==> src/rtl/keypad_cmd_encoder_pkg.sv <==
// Shared input-command codes and keypad helpers.
// Imported by the keypad encoder and its keymap ROM.
package keypad_cmd_encoder_pkg;

  localparam int IC_N = 5;

  localparam logic [IC_N-1:0] IC_NONE = 5'd0;
  localparam logic [IC_N-1:0] IC_NUM0 = 5'd1;
  localparam logic [IC_N-1:0] IC_NUM1 = 5'd2;
  localparam logic [IC_N-1:0] IC_NUM2 = 5'd3;
  localparam logic [IC_N-1:0] IC_NUM3 = 5'd4;
  localparam logic [IC_N-1:0] IC_NUM4 = 5'd5;
  localparam logic [IC_N-1:0] IC_NUM5 = 5'd6;
  localparam logic [IC_N-1:0] IC_NUM6 = 5'd7;
  localparam logic [IC_N-1:0] IC_NUM7 = 5'd8;
  localparam logic [IC_N-1:0] IC_NUM8 = 5'd9;
  localparam logic [IC_N-1:0] IC_NUM9 = 5'd10;
  localparam logic [IC_N-1:0] IC_DOT  = 5'd11;
  localparam logic [IC_N-1:0] IC_ADD  = 5'd12;
  localparam logic [IC_N-1:0] IC_SUB  = 5'd13;
  localparam logic [IC_N-1:0] IC_MUL  = 5'd14;
  localparam logic [IC_N-1:0] IC_DIV  = 5'd15;
  localparam logic [IC_N-1:0] IC_EQU  = 5'd16;
  localparam logic [IC_N-1:0] IC_CLR  = 5'd17;
  localparam logic [IC_N-1:0] IC_LBK  = 5'd18;
  localparam logic [IC_N-1:0] IC_RBK  = 5'd19;

  localparam logic [2:0] COL_NONE = 3'd5;

  // Index of the lowest active-low column, COL_NONE if all high.
  function automatic logic [2:0] lowest_low(input logic [4:0] col);
    lowest_low = COL_NONE;
    for (int i = 4; i >= 0; i--) begin
      if (!col[i]) lowest_low = 3'(i);
    end
  endfunction

endpackage

==> src/rtl/keypad_keymap_rom.sv <==
// Keypad layout ROM: (row,col) -> input-command code.
// Swap this module to support a different key legend.
module keypad_keymap_rom
  import keypad_cmd_encoder_pkg::*;
(
  input  logic [1:0]      row,
  input  logic [2:0]      col,
  output logic [IC_N-1:0] code
);

  always_comb begin
    code = IC_NONE;
    case (row)
      2'd0: begin
        case (col)
          3'd0:    code = IC_NUM7;
          3'd1:    code = IC_NUM8;
          3'd2:    code = IC_NUM9;
          3'd3:    code = IC_DIV;
          3'd4:    code = IC_CLR;
          default: code = IC_NONE;
        endcase
      end
      2'd1: begin
        case (col)
          3'd0:    code = IC_NUM4;
          3'd1:    code = IC_NUM5;
          3'd2:    code = IC_NUM6;
          3'd3:    code = IC_MUL;
          3'd4:    code = IC_LBK;
          default: code = IC_NONE;
        endcase
      end
      2'd2: begin
        case (col)
          3'd0:    code = IC_NUM1;
          3'd1:    code = IC_NUM2;
          3'd2:    code = IC_NUM3;
          3'd3:    code = IC_SUB;
          3'd4:    code = IC_RBK;
          default: code = IC_NONE;
        endcase
      end
      default: begin
        case (col)
          3'd0:    code = IC_NUM0;
          3'd1:    code = IC_DOT;
          3'd2:    code = IC_EQU;
          3'd3:    code = IC_ADD;
          default: code = IC_NONE;
        endcase
      end
    endcase
  end

endmodule

==> src/rtl/keypad_cmd_encoder.sv <==
// 4x5 keypad scanner/debouncer issuing one command per press
// over a valid/ack handshake.
module keypad_cmd_encoder
  import keypad_cmd_encoder_pkg::*;
#(
  parameter int SCAN_DIV   = 1000,
  parameter int DEB_CYCLES = 20000
) (
  input  logic            Clock,
  input  logic            Reset,
  output logic [3:0]      kp_row,
  input  logic [4:0]      kp_col,
  output logic [IC_N-1:0] in_cmd,
  output logic            cmd_valid,
  input  logic            cmd_ack
);

  typedef enum logic [1:0] {
    KE_SCAN,
    KE_DEBOUNCE,
    KE_HOLD,
    KE_RELEASE
  } ke_state_e;

  localparam int SW = $clog2(SCAN_DIV) + 1;
  localparam int DW = $clog2(DEB_CYCLES) + 1;
  localparam logic [SW-1:0] SCAN_LAST = SW'(SCAN_DIV - 1);
  localparam logic [SW-1:0] SETTLE    = SW'(2);
  localparam logic [DW-1:0] DEB_LAST  = DW'(DEB_CYCLES - 1);

  ke_state_e       state_q, state_d;
  logic [1:0]      row_q, row_d;
  logic [2:0]      col_q, col_d;
  logic [SW-1:0]   tmr_q, tmr_d;
  logic [DW-1:0]   cnt_q, cnt_d;
  logic [IC_N-1:0] cmd_q, cmd_d;
  logic            vld_q, vld_d;
  logic [4:0]      sync1_q, sync1_d;
  logic [4:0]      sync2_q, sync2_d;

  logic [4:0]      col_s;
  logic [2:0]      low;
  logic [IC_N-1:0] key_code;
  logic [SW-1:0]   tmr_inc;
  logic [DW-1:0]   cnt_inc;

  keypad_keymap_rom u_rom (
    .row  (row_q),
    .col  (col_q),
    .code (key_code)
  );

  assign col_s = sync2_q;
  assign low   = lowest_low(col_s);

  // Saturating increments: counters hold at all-ones.
  assign tmr_inc = (&tmr_q) ? tmr_q : tmr_q + SW'(1);
  assign cnt_inc = (&cnt_q) ? cnt_q : cnt_q + DW'(1);

  always_comb begin
    state_d = state_q;
    row_d   = row_q;
    col_d   = col_q;
    tmr_d   = tmr_q;
    cnt_d   = cnt_q;
    cmd_d   = cmd_q;
    vld_d   = vld_q;
    sync1_d = kp_col;
    sync2_d = sync1_q;
    unique case (state_q)
      KE_SCAN: begin
        if (tmr_q >= SETTLE && low != COL_NONE) begin
          col_d   = low;
          cnt_d   = '0;
          state_d = KE_DEBOUNCE;
        end else if (tmr_q >= SCAN_LAST) begin
          row_d = row_q + 2'd1;
          tmr_d = '0;
        end else begin
          tmr_d = tmr_inc;
        end
      end
      KE_DEBOUNCE: begin
        if (low != col_q) begin
          state_d = KE_SCAN;
          tmr_d   = '0;
        end else if (cnt_q >= DEB_LAST) begin
          cnt_d = '0;
          if (key_code == IC_NONE) begin
            state_d = KE_RELEASE;
          end else begin
            cmd_d   = key_code;
            vld_d   = 1'b1;
            state_d = KE_HOLD;
          end
        end else begin
          cnt_d = cnt_inc;
        end
      end
      KE_HOLD: begin
        if (cmd_ack) begin
          cmd_d   = IC_NONE;
          vld_d   = 1'b0;
          cnt_d   = '0;
          state_d = KE_RELEASE;
        end
      end
      KE_RELEASE: begin
        if (col_s != 5'b11111) begin
          cnt_d = '0;
        end else if (cnt_q >= DEB_LAST) begin
          cnt_d   = '0;
          tmr_d   = '0;
          row_d   = row_q + 2'd1;
          state_d = KE_SCAN;
        end else begin
          cnt_d = cnt_inc;
        end
      end
      default: state_d = KE_SCAN;
    endcase
  end

  always_ff @(posedge Clock) begin
    if (!Reset) begin
      state_q <= KE_SCAN;
      row_q   <= '0;
      col_q   <= '0;
      tmr_q   <= '0;
      cnt_q   <= '0;
      cmd_q   <= IC_NONE;
      vld_q   <= 1'b0;
      sync1_q <= 5'b11111;
      sync2_q <= 5'b11111;
    end else begin
      state_q <= state_d;
      row_q   <= row_d;
      col_q   <= col_d;
      tmr_q   <= tmr_d;
      cnt_q   <= cnt_d;
      cmd_q   <= cmd_d;
      vld_q   <= vld_d;
      sync1_q <= sync1_d;
      sync2_q <= sync2_d;
    end
  end

  assign kp_row    = ~(4'b0001 << row_q);
  assign in_cmd    = cmd_q;
  assign cmd_valid = vld_q;

endmodule

==> config.mk <==
export PLATFORM = sky130hd
export DESIGN_NAME = keypad_cmd_encoder
export DESIGN_NICKNAME = d
export VERILOG_FILES = /design/src/rtl/keypad_cmd_encoder_pkg.sv /design/src/rtl/keypad_keymap_rom.sv /design/src/rtl/keypad_cmd_encoder.sv
export SDC_FILE = /design/constraint.sdc
export NUM_CORES = 1
export LEC_CHECK = 0
export ABC_AREA = 1
export CAP_MARGIN = 20
export CORE_ASPECT_RATIO = 0.5
export CORE_MARGIN = 5
export CORE_UTILIZATION = 60
export DETAILED_ROUTE_END_ITERATION = 7
export GPL_ROUTABILITY_DRIVEN = 0
export PLACE_DENSITY_LB_ADDON = 0.25
export SYNTH_ARGS = -nofsm -noshare
export SYNTH_HDL_FRONTEND = slang
export SYNTH_SLANG_ARGS = --single-unit
==> constraint.sdc <==
create_clock -name Clock -period 2.1 [get_ports Clock]
set_clock_uncertainty 0.05 [all_clocks]
set_input_delay 0.315 -clock Clock [delete_from_list [all_inputs] [get_ports Clock]]
set_output_delay 0.315 -clock Clock [all_outputs]
set_load 0.01 [all_outputs]
; Word-level counts from Yosys, hierarchy flattened
; Cells that the tools add are included.
[totals]
latchBits = 0
out_inout_bits = 10
ram_bits = 0
register_bits = 50
n_memories = 0
romBits = 0
inputBits = 8
word_cells = 104
[classes]
addsub = 3
n_eq_ne = 24
div = 0
n_mul = 0
magnitude_cmp = 3
n_bitwise = 1
n_reduce_logical = 16
shift = 1
muxes = 47
[ops]
columns = op, count
row1 = $mux W16, 6
row2 = $pmux W5 S5, 3
row3 = $mux W11, 6
row4 = $pmux W16 S4, 1
row5 = $pmux W11 S3, 1
row6 = $mux W2, 10
row7 = $mux W5, 4
row8 = $ne A2 B2 Y1 const B, 10
row9 = $pmux W5 S4, 1
row10 = $add A16 B1 Y16 const B, 1
row11 = $ge A16 B15 Y1 const B, 1
row12 = $reduce_and A16 Y1, 1
row13 = $pmux W5 S3, 1
row14 = $reduce_and A5 Y1, 3
row15 = $mux W3, 4
row16 = $add A11 B1 Y11 const B, 1
row17 = $ge A11 B10 Y1 const B, 1
row18 = $ge A11 B2 Y1 const B, 1
row19 = $reduce_and A11 Y1, 1
row20 = $pmux W5 S2, 1
row21 = $ne A3 B3 Y1 const B, 3
row22 = $pmux W2 S4, 1
row23 = $eq A2 B2 Y1 const B, 3
row24 = $eq A3 B2 Y1 const B, 2
row25 = other kinds (20), 28

; Longest topological paths before layout
; Gate-level depths: netlist of the first run.
[logic_depth]
word_depth = 9
ltp_mapped = 14
depth_no_buf = 14

; Modules after synthesis
; From an unflattened synthesis of the first run, not the netlist that was laid out.
[unflattened]
cells_unflattened = 473
area_unflattened_um2 = 3088.0
[by_module_without_submodules]
columns = mod, area_each_um2, n_inst, seq_area_each_um2, cells_per_inst
row1 = keypad_cmd_encoder, 2922.8, 1, 1001.0, 439
row2 = keypad_keymap_rom, 165.2, 1, 0.0, 34

; Least setup slack after synthesis of the first run
; No wires, ideal clock.
[synth_timing]
path_kind = flip-flop to flip-flop
start = register cnt_q[0]
end = register tmr_q[0]
setup_slack_ns = 0.291
synth_period_minus_slack_ns = 1.809
stages_incl_launch_ff = 13
setup_time_ns = 0.113
required_ns = 1.937
n_path_buf = 1
arrival_time_ns = 1.646
path_cell_list = dfxtp_1 ha_1 nand2_2 nor2_4 nor2_1 nand3b_1 nand3_2 nand2_4 clkinv_4 nand3_4 buf_6 o21ai_1 nor2_1
[synth_between]
elab_chain_len = 3
[synth_lines]
columns = element, line
row1 = start: declaration, keypad_cmd_encoder.sv:35  ; logic [DW-1:0] cnt_q, cnt_d;
row2 = start signal: assignment, keypad_cmd_encoder.sv:140  ; cnt_q <= cnt_d;
row3 = $ge A16 B15 Y1, keypad_cmd_encoder.sv:111  ; end else if (cnt_q >= DEB_LAST) begin
row4 = $ne A2 B2 Y1 (no source line), --
row5 = $reduce_and A6 Y1 (no source line), --
row6 = end signal: assignment, keypad_cmd_encoder.sv:139  ; tmr_q <= tmr_d;
row7 = end: declaration, keypad_cmd_encoder.sv:34  ; logic [SW-1:0] tmr_q, tmr_d;
; Every way passes these cells.
; A chain may end at the register's enable or synchronous reset.

; Worst setup path in the final report of the first run
[layout_timing]
start = register row_q[0]
end = output port kp_row[2]
[layout_between]
elab_chain_len = 2
[layout_lines]
columns = element, line
row1 = start: declaration, keypad_cmd_encoder.sv:32  ; logic [1:0] row_q, row_d;
row2 = start signal: assignment, keypad_cmd_encoder.sv:137  ; row_q <= row_d;
row3 = $shl A1 B2 Y4, keypad_cmd_encoder.sv:148  ; assign kp_row = ~(4'b0001 << row_q);
row4 = $not A4 Y4, keypad_cmd_encoder.sv:148
row5 = end: declaration, keypad_cmd_encoder.sv:11  ; output logic [3:0] kp_row,
; Every way passes these cells.

==> results, run 1 <==
- The run finished with clean final reports.
- The H-tree depth is 2.
- Measured against its own limit, the worst slew margin works out to 71.37%.
- The detail-routed net length per standard cell is 12.73 um.
- The total power draw is 3.215 mW.
- The number of synthesized register bits is 50.
- The via count of the first global-routing pass is 2,810.
- For flop-to-flop paths, the worst setup slack is 150 ps.
- The category of the most critical setup path is reg -> out.
- The final number of setup-violating endpoints is 0.
- The setup slack at placement is 112.9 ps.
- The required time reported for the critical path endpoint is 1740 ps.
- The tree is rooted in a sky130_fd_sc_hd__clkbuf_8.
- Along the worst hold path, the cell count comes to 1.
- The share of Yosys cell area claimed by the top area cell type is 31.25%.
- The residual DRC count is 0.
- For this run, the detailed router's first-pass iteration total came to 5.
- Detailed routing inserted a total of 3,146 vias.
- The tightest min-delay check is of the reg -> reg type.
- The floorplan step defined a core boundary enclosing 5045 um^2.
- In this design, the largest share of critical-path delay is due to buffers and inverters.
- Summed over all nets, wire length on met2 after detailed routing comes to 3039 um.
- The number of hold buffers added after CTS is 0.
- Measured along the x axis, the die boundary spans 113.3 um.
- The global-route wire length before repair is 12,760 um.
- After synthesis, flip-flops and latches occupy 31.25% of the total area.
- The final wirelength is 7457 um.
- The number of max-slew violations in the final report came to 0.
- The initial utilization of the core area, before any placement, comes to 63.49%.
- Summed over all instances, the cell type with the most area after synthesis is sky130_fd_sc_hd__dfxtp_1.
- The global router's overall resource usage is 23.17%.
- The number of hold violations in the final report is 0.
- STA classifies the critical path endpoint as an output port.
- The worst hold margin is 371.6 ps.
- The cell with the most instances after synthesis is sky130_fd_sc_hd__nand2_1.
- The signed area change from the synthesized netlist to the final layout is 13.13%.
- The longest clock path from root to sink contains 2 buffers.
- The number of buffers and inverters on the critical path is 3.
- The number of flops mapped to enable cells by yosys is 0.
- In this run, placement finished with an instance count of 578.
- The first-iteration detailed-routing DRC count is 241.
- The primary flip-flop cell chosen by synthesis mapping is sky130_fd_sc_hd__dfxtp_1.
- Ranked by total cell area, the synthesized netlist is headed by sky130_fd_sc_hd__dfxtp_1 (31%), sky130_fd_sc_hd__nand2_1 (14%), sky130_fd_sc_hd__nand3_1 (7.2%), sky130_fd_sc_hd__inv_1 (5.6%), sky130_fd_sc_hd__nor2_1 (5.4%).
- The distinct cell type count after synthesis is 38.
- In this run the worst path has a maximum fanout of 4.
- The endpoint of the worst hold-timing path is col_s[2].
- After clock tree synthesis, the clock-pin slew on the worst setup and hold paths is 100 ps.
- The worst-path cell with the longest stage delay is sky130_fd_sc_hd__clkdlybuf4s50_1.
- After the flow finishes, the layout carries non-filler instances totaling 586.
- Counting flops with an async set or reset pin after synthesis yields a share of 0%.
- The delay contributed by the slowest stage of the critical path is 540 ps.
- The Yosys warning count is 0.
- After the last flow step, the layout net total stands at 531.
- Synthesis produced a netlist whose cell count is 486.
- The signal on the critical path passes through inv_1 > ha_1 > inv_1 > clkdlybuf4s50_1.
- The fmax is 0.5049 GHz.
- In this run the tool buffered the top-level ports with 17 buffer cells.
- Summed over all cells, the static leakage comes to 1.475 nW.
- The number of nets with antenna violations after detailed routing is 0.
- The number of antenna violations at the first check in global routing came to 0.
- Counting every net in the synthesized netlist gives 502.
- The wire-length estimate of the detail-placed layout is 5815 um.
- In this run the post-CTS setup repair buffer count came out at 0.
- Counting instances in the post-synthesis netlist gives the leading cell types as sky130_fd_sc_hd__nand2_1 (123), sky130_fd_sc_hd__dfxtp_1 (50), sky130_fd_sc_hd__inv_1 (48).
- For this design the ratio of total power to cell area is 887.3 nW/um^2.
- The clock tree from TritonCTS is done.
- The number of core rows is 18.
- Dividing the synthesized area by the synthesized cell count gives 6.591 um^2.
- The number of maximum-capacitance violations is 0.
- The depth of the worst register-to-register path is 11.
- For the worst-skew pair, the clock arrives at the later sink with an insertion delay of 320 ps.
- The count of clock tree sinks is 50.
- The global-route congestion overflow total is 0.
- The floorplan step defined a die boundary enclosing 6988 um^2.
- The fraction of the cycle the final worst path needs is 94.32%.
- After layout, the minimum clock period comes to 1981 ps.
- The transition time at the pin with the least slew margin is 428.8 ps.
- The wire length on met1 is 3762 um.
- Once routing completed, OpenROAD measured the worst setup slack at 119.4 ps.
- The worst register-to-register path ends at cnt_q[0].
- The CTS buffer count is 5.
- At the worst endpoint, the arrival time is 1620 ps.
- The post-cts repair resize count is 0.
- In the final timing run, aggregate negative setup slack is 0 ps.
- For this design the top-level I/O count stands at 18.
- Measured along the y axis, the die boundary spans 61.67 um.
- In this run the cell area of the synthesized design comes to 3203 um^2.
- The peak supply drop is 0.6734 mV.
- The detailed-route vias per instance is 5.369.
- The post-route netlist has 15.70% of its cells at a drive strength greater than 1.
- The worst min-delay path startpoint is sync1_q[2].
- The pin count of the biggest net entering global routing is 20.
- The number of inserted diodes is 0.
- Wire segments on met3 add up to 547 um in the final route.
- The critical path launch point type is a register.
- In this run the critical register-to-register path is launched from cnt_q[1].
- The uppermost layer routed is met4.
- The most common cell type on the critical path is sky130_fd_sc_hd__inv_1.
[area by class of cell]
| type | count | area (um^2) |
|---|---|---|
| Multi-Input combinational cell | 370 | 1928 |
| Fill cell | 446 | 1421 |
| Sequential cell | 50 | 1007 |
| Timing Repair Buffer | 32 | 285.3 |
| Inverter | 56 | 220.2 |
| Tap cell | 70 | 87.58 |
| Clock buffer | 5 | 68.82 |
| Clock inverter | 3 | 26.28 |
[state kept, by name (all words and copies together), names as in the netlist, named ones only]
register   cells
col_q          3
cnt_q         16
sync1_q        5
state_q        1
in_cmd         5
cmd_valid      1
tmr_q         11
row_q          2
col_s          5
[worst max path at each step]
stage / start / to / depth (start not counted)
after detailed placement: row_q[0] / in_cmd[4] / 13
final: row_q[0] / kp_row[2] / 4
after floorplan: cnt_q[0] / tmr_q[0] / 12
after global routing: tmr_q[0] / row_q[0] / 10
after global placement: cnt_q[1] / tmr_q[9] / 11
after CTS: row_q[0] / kp_row[0] / 4
[through the flow]
| stage | area, um^2 | util (%) |
|---|---|---|
| 6_report | 3623 | 71.83 |
| 5_1_grt | 3623 | 71.83 |
| 4_1_cts | 3605 | 71.45 |
| 3_5_place_dp | 3510 | 69.57 |
| 3_3_place_gp | 3510 | 69.57 |
| 2_1_floorplan | 3203 | - |
[placed cells by master (no fill, tap or decap), types with 6 or more instances in the layout]
master,instances
sky130_fd_sc_hd__nand2_1,123
sky130_fd_sc_hd__inv_1,47
sky130_fd_sc_hd__dfxtp_1,47
sky130_fd_sc_hd__nand3_1,46
sky130_fd_sc_hd__nor2_1,45
sky130_fd_sc_hd__a21oi_1,33
sky130_fd_sc_hd__o21ai_0,19
sky130_fd_sc_hd__clkdlybuf4s50_1,16
sky130_fd_sc_hd__nor3_1,15
sky130_fd_sc_hd__buf_4,15
sky130_fd_sc_hd__nand4_1,14
sky130_fd_sc_hd__or2_2,10
sky130_fd_sc_hd__nor2_2,8
sky130_fd_sc_hd__nand2_2,8
sky130_fd_sc_hd__ha_1,7
sky130_fd_sc_hd__inv_2,6
sky130_fd_sc_hd__xor2_1,6
[cells by family (layout without fill, tap and decap cells)]
group,count (synthesis),count (layout),share of synthesized area (%)
buf+inv,66,96,8.867
fa+ha+maj,8,8,3.125
compound gates,65,65,11.05
simple gates,288,288,43.24
flops,50,50,31.25
xor+xnor,9,9,2.461
[report_power, final]
group          internal (mW)  switching [mW]
clock                  0.245           0.348
sequential              1.06           0.143
combinational          0.470           0.946
total                   1.78            1.44
[layer usage]
layer / vias to the layer above / GRT usage [%]
met5: - / 0
met4: 0 / 6.678
met3: 15 / 6.183
met2: 92 / 35.77
met1: 1400 / 32.33
li1: 1639 / -
Power figures use the tool's default switching activity.
==> inputs of run 2 (changes only) <==
Settings changed: RECOVER_POWER set to 25.
==> run 2 against run 1 <==
Critical path depth did not move; worst hold slack barely moved; routed wire length barely moved; total power barely moved; highest routed layer unchanged; largest power group unchanged; global-route usage did not move; design area did not move; worst setup slack barely moved; utilization did not move; first-iteration DRC count rose by 1.7%; via count rose by 0.19%.
==> results, run 2 (synthesis gave the netlist of run 1 again) <==
- The flow ran to the end, and the final reports show no timing, DRC or antenna violations.
- The required time reported for the critical path endpoint is 1740 ps (about the same).
- The signed area change from the synthesized netlist to the final layout is 13.13% (unchanged).
- The maximum count of clock buffers along a single path is 2 (unchanged).
- The number of max-slew violations in the final report is 0 (unchanged).
- The count of vias placed by the detailed router came to 3,152 (+0.19%).
- The post-CTS clock slew at the launch and capture registers of the worst setup and hold paths is 100 ps (about the same).
- The total power draw was 3.212 mW (about the same).
- The fill cell total of the finished layout came to 446 (unchanged).
- The global-route wire length before repair is 12,760 um (unchanged).
- The transition time at the pin with the least slew margin came to 431.5 ps (+2.640 ps).
- The critical path goes through inv_1 > ha_1 > inv_1 > clkdlybuf4s50_1.
- The worst max-slew margin expressed relative to the limit is 71.20% (-0.18 points).
- The root buffer cell is sky130_fd_sc_hd__clkbuf_8.
- The worst-path cell with the longest stage delay is sky130_fd_sc_hd__clkdlybuf4s50_1.
- The maximum fanout count along the critical path came to 4 (unchanged).
- The number of antenna violations at the first check in global routing is 0 (unchanged).
- The library cells used most frequently in the layout, excluding fill and tap cells, are sky130_fd_sc_hd__nand2_1 (123), sky130_fd_sc_hd__inv_1 (47), sky130_fd_sc_hd__dfxtp_1 (47).
- The number of maximum-capacitance violations came to 0 (unchanged).
- The detailed-route vias per instance came to 5.379 (+0.19%).
- The register with the most flip-flops in the final layout is cnt_q.
- The number of nets at the end of the flow is 531 (unchanged).
- The number of inserted diodes is 0 (unchanged).
- The residual DRC count was 0 (unchanged).
- The category of the most critical setup path is reg -> out.
- The final critical path time including I/O delays and setup came to 1980 ps (-0.3510 ps).
- The number of core rows is 18 (unchanged).
- The delay contributed by the slowest stage of the critical path is 540 ps (about the same).
- The peak supply drop is 0.6733 mV (about the same).
- The length of the first detailed-routing pass in iterations is 5 (unchanged).
- The half-perimeter wire length after placement is 5815 um (unchanged).
- The final wirelength is 7452 um (about the same).
- The critical path launch point is row_q[0].
- The library cell used most frequently in the layout, excluding fill and tap cells, is sky130_fd_sc_hd__nand2_1.
- The fraction of the cycle the final worst path needs is 94.30% (about the same).
- The total leakage power is 1.490 nW (+0.97%).
- The depth of the worst register-to-register path is 11 (unchanged).
- The H-tree depth was 2 (unchanged).
- The via count of the first global-routing pass is 2,810 (unchanged).
- Counting stages on the worst path, the most repeated cell is sky130_fd_sc_hd__inv_1.
- Broken down by cell family, the worst path's largest delay share belongs to buffers and inverters.
- The number of gates on the worst path with buffers counted came to 4 (unchanged).
- The origin of the critical flop-to-flop path is cnt_q[1].
- The critical path launch point type is a register.
- The number of nets with antenna violations after detailed routing is 0 (unchanged).
- The number of hold violations in the final report is 0 (unchanged).
- The height of the die is 61.67 um (unchanged).
- The CTS buffer count is 5 (unchanged).
- The number of flip-flops in the largest register is 16 (unchanged).
- The x dimension of the die came to 113.3 um (unchanged).
- The global-route congestion overflow total is 0 (unchanged).
- The endpoint of the most critical setup path is kp_row[2].
- The share of post-route cells with drive strength above 1 was 15.70% (unchanged).
- The worst min-delay path startpoint is sync1_q[2].
- The type of element capturing the critical path is an output port.
- The global router's overall resource usage was 23.17% (unchanged).
- In the final layout, the registers with the most flip-flops are cnt_q (16), tmr_q (11).
- The number of buffer cells added on primary ports was 17 (unchanged).
- The area of the core region came to 5045 um^2 (unchanged).
- The register area came to 1007 um^2 (unchanged).
- The worst flop-to-flop path endpoint is cnt_q[0].
- The count of clock tree sinks is 50 (unchanged).
- The I/O pin count is 18 (unchanged).
- The worst hold margin is 371.7 ps (+0.02800 ps).
- The pin count of the biggest net entering global routing is 20 (unchanged).
- The worst hold path class is reg -> reg.
- The footprint of the multi-input gates came to 1928 um^2 (unchanged).
- The detail-routed net length per standard cell is 12.72 um (about the same).
- The instance count along the most critical hold path is 1 (unchanged).
- The endpoint arrival time on the critical path is 1620 ps (about the same).
- The worst reg-to-reg setup slack was 150 ps (about the same).
- The first-iteration detailed-routing DRC count came to 245 (+1.7%).
- The starting density of the core was 63.49% (unchanged).
- The area enclosed by the die boundary is 6988 um^2 (unchanged).
- The final number of setup-violating endpoints was 0 (unchanged).
- The clock latency on the worst-skew pair came to 320 ps (about the same).
- The aggregate negative setup slack was 0 ps (unchanged).
- The power per unit of standard cell area is 886.4 nW/um^2 (about the same).
- The share of the core filled with cells is 71.83% (unchanged).
- The clock tree from TritonCTS is done.
- The sum of buffers and inverters on the critical path was 3 (unchanged).
- The fmax is 0.5050 GHz (about the same).
-- run 2: cell count changes in the layout (fill, tap and decap cells not counted) --
cell	previous run	this run
sky130_fd_sc_hd__clkdlybuf4s50_1	16	11
sky130_fd_sc_hd__dlygate4sd3_1	0	5
-- run 2: per-layer routing --
metal  part of all wire [%]  up-vias  GRT usage (%)
li1                       -     1640              -
met1                     51     1401          32.33
met2                     41       96          35.77
met3                    7.1       15          6.183
met4                    1.4        0          6.678
met5                      0        -              0
-- run 2: area by class of cell --
type / instances / share of cell area, %
Clock buffer: 5 / 1.899
Clock inverter: 3 / 0.7251
Inverter: 56 / 6.077
Multi-Input combinational cell: 370 / 53.21
Sequential cell: 50 / 27.80
Tap cell: 70 / 2.417
Timing Repair Buffer: 32 / 7.873
-- run 2: what timing repair did --
action / in CTS / in global routing
setup endpoints to repair: 0 / 18
buffers inserted: 0 / 0
hold buffers: 0 / 0
resized for setup: 0 / 10
-- run 2: worst min-delay path by stage --
stage | endpoint | slack, ps
2_1_floorplan | col_s[0] | 340
3_3_place_gp | col_s[3] | 340
3_5_place_dp | col_s[3] | 350
4_1_cts | col_s[3] | 380
5_1_grt | col_s[0] | 390
6_report | col_s[2] | 370
-- run 2: power by group --
group          switching (mW)  leakage, nW  internal [mW]
Sequential              0.142        0.410           1.06
Combinational           0.946         1.03          0.468
Clock                   0.348       0.0491          0.245
Total                    1.44         1.49           1.78
-- run 2: stage by stage --
stage | std cells | instance area [um^2] | setup slack [ps]
5_1_grt | 586 | 3623 | -6.547
3_5_place_dp | 578 | 3510 | 112.9
4_1_cts | 586 | 3605 | 28.81
6_report | 586 | 3623 | 119.7
2_1_floorplan | 486 | 3203 | 290.5
3_3_place_gp | 578 | 3510 | 183.0
-- run 2: worst reg2reg max path: cells and delay by family (launching register included) --
kind          cells  cell delay [ps]
xor+xnor          1              170
fa+ha+maj         1              250
buf+inv           1               70
flops             1              380
simple gates      8              930
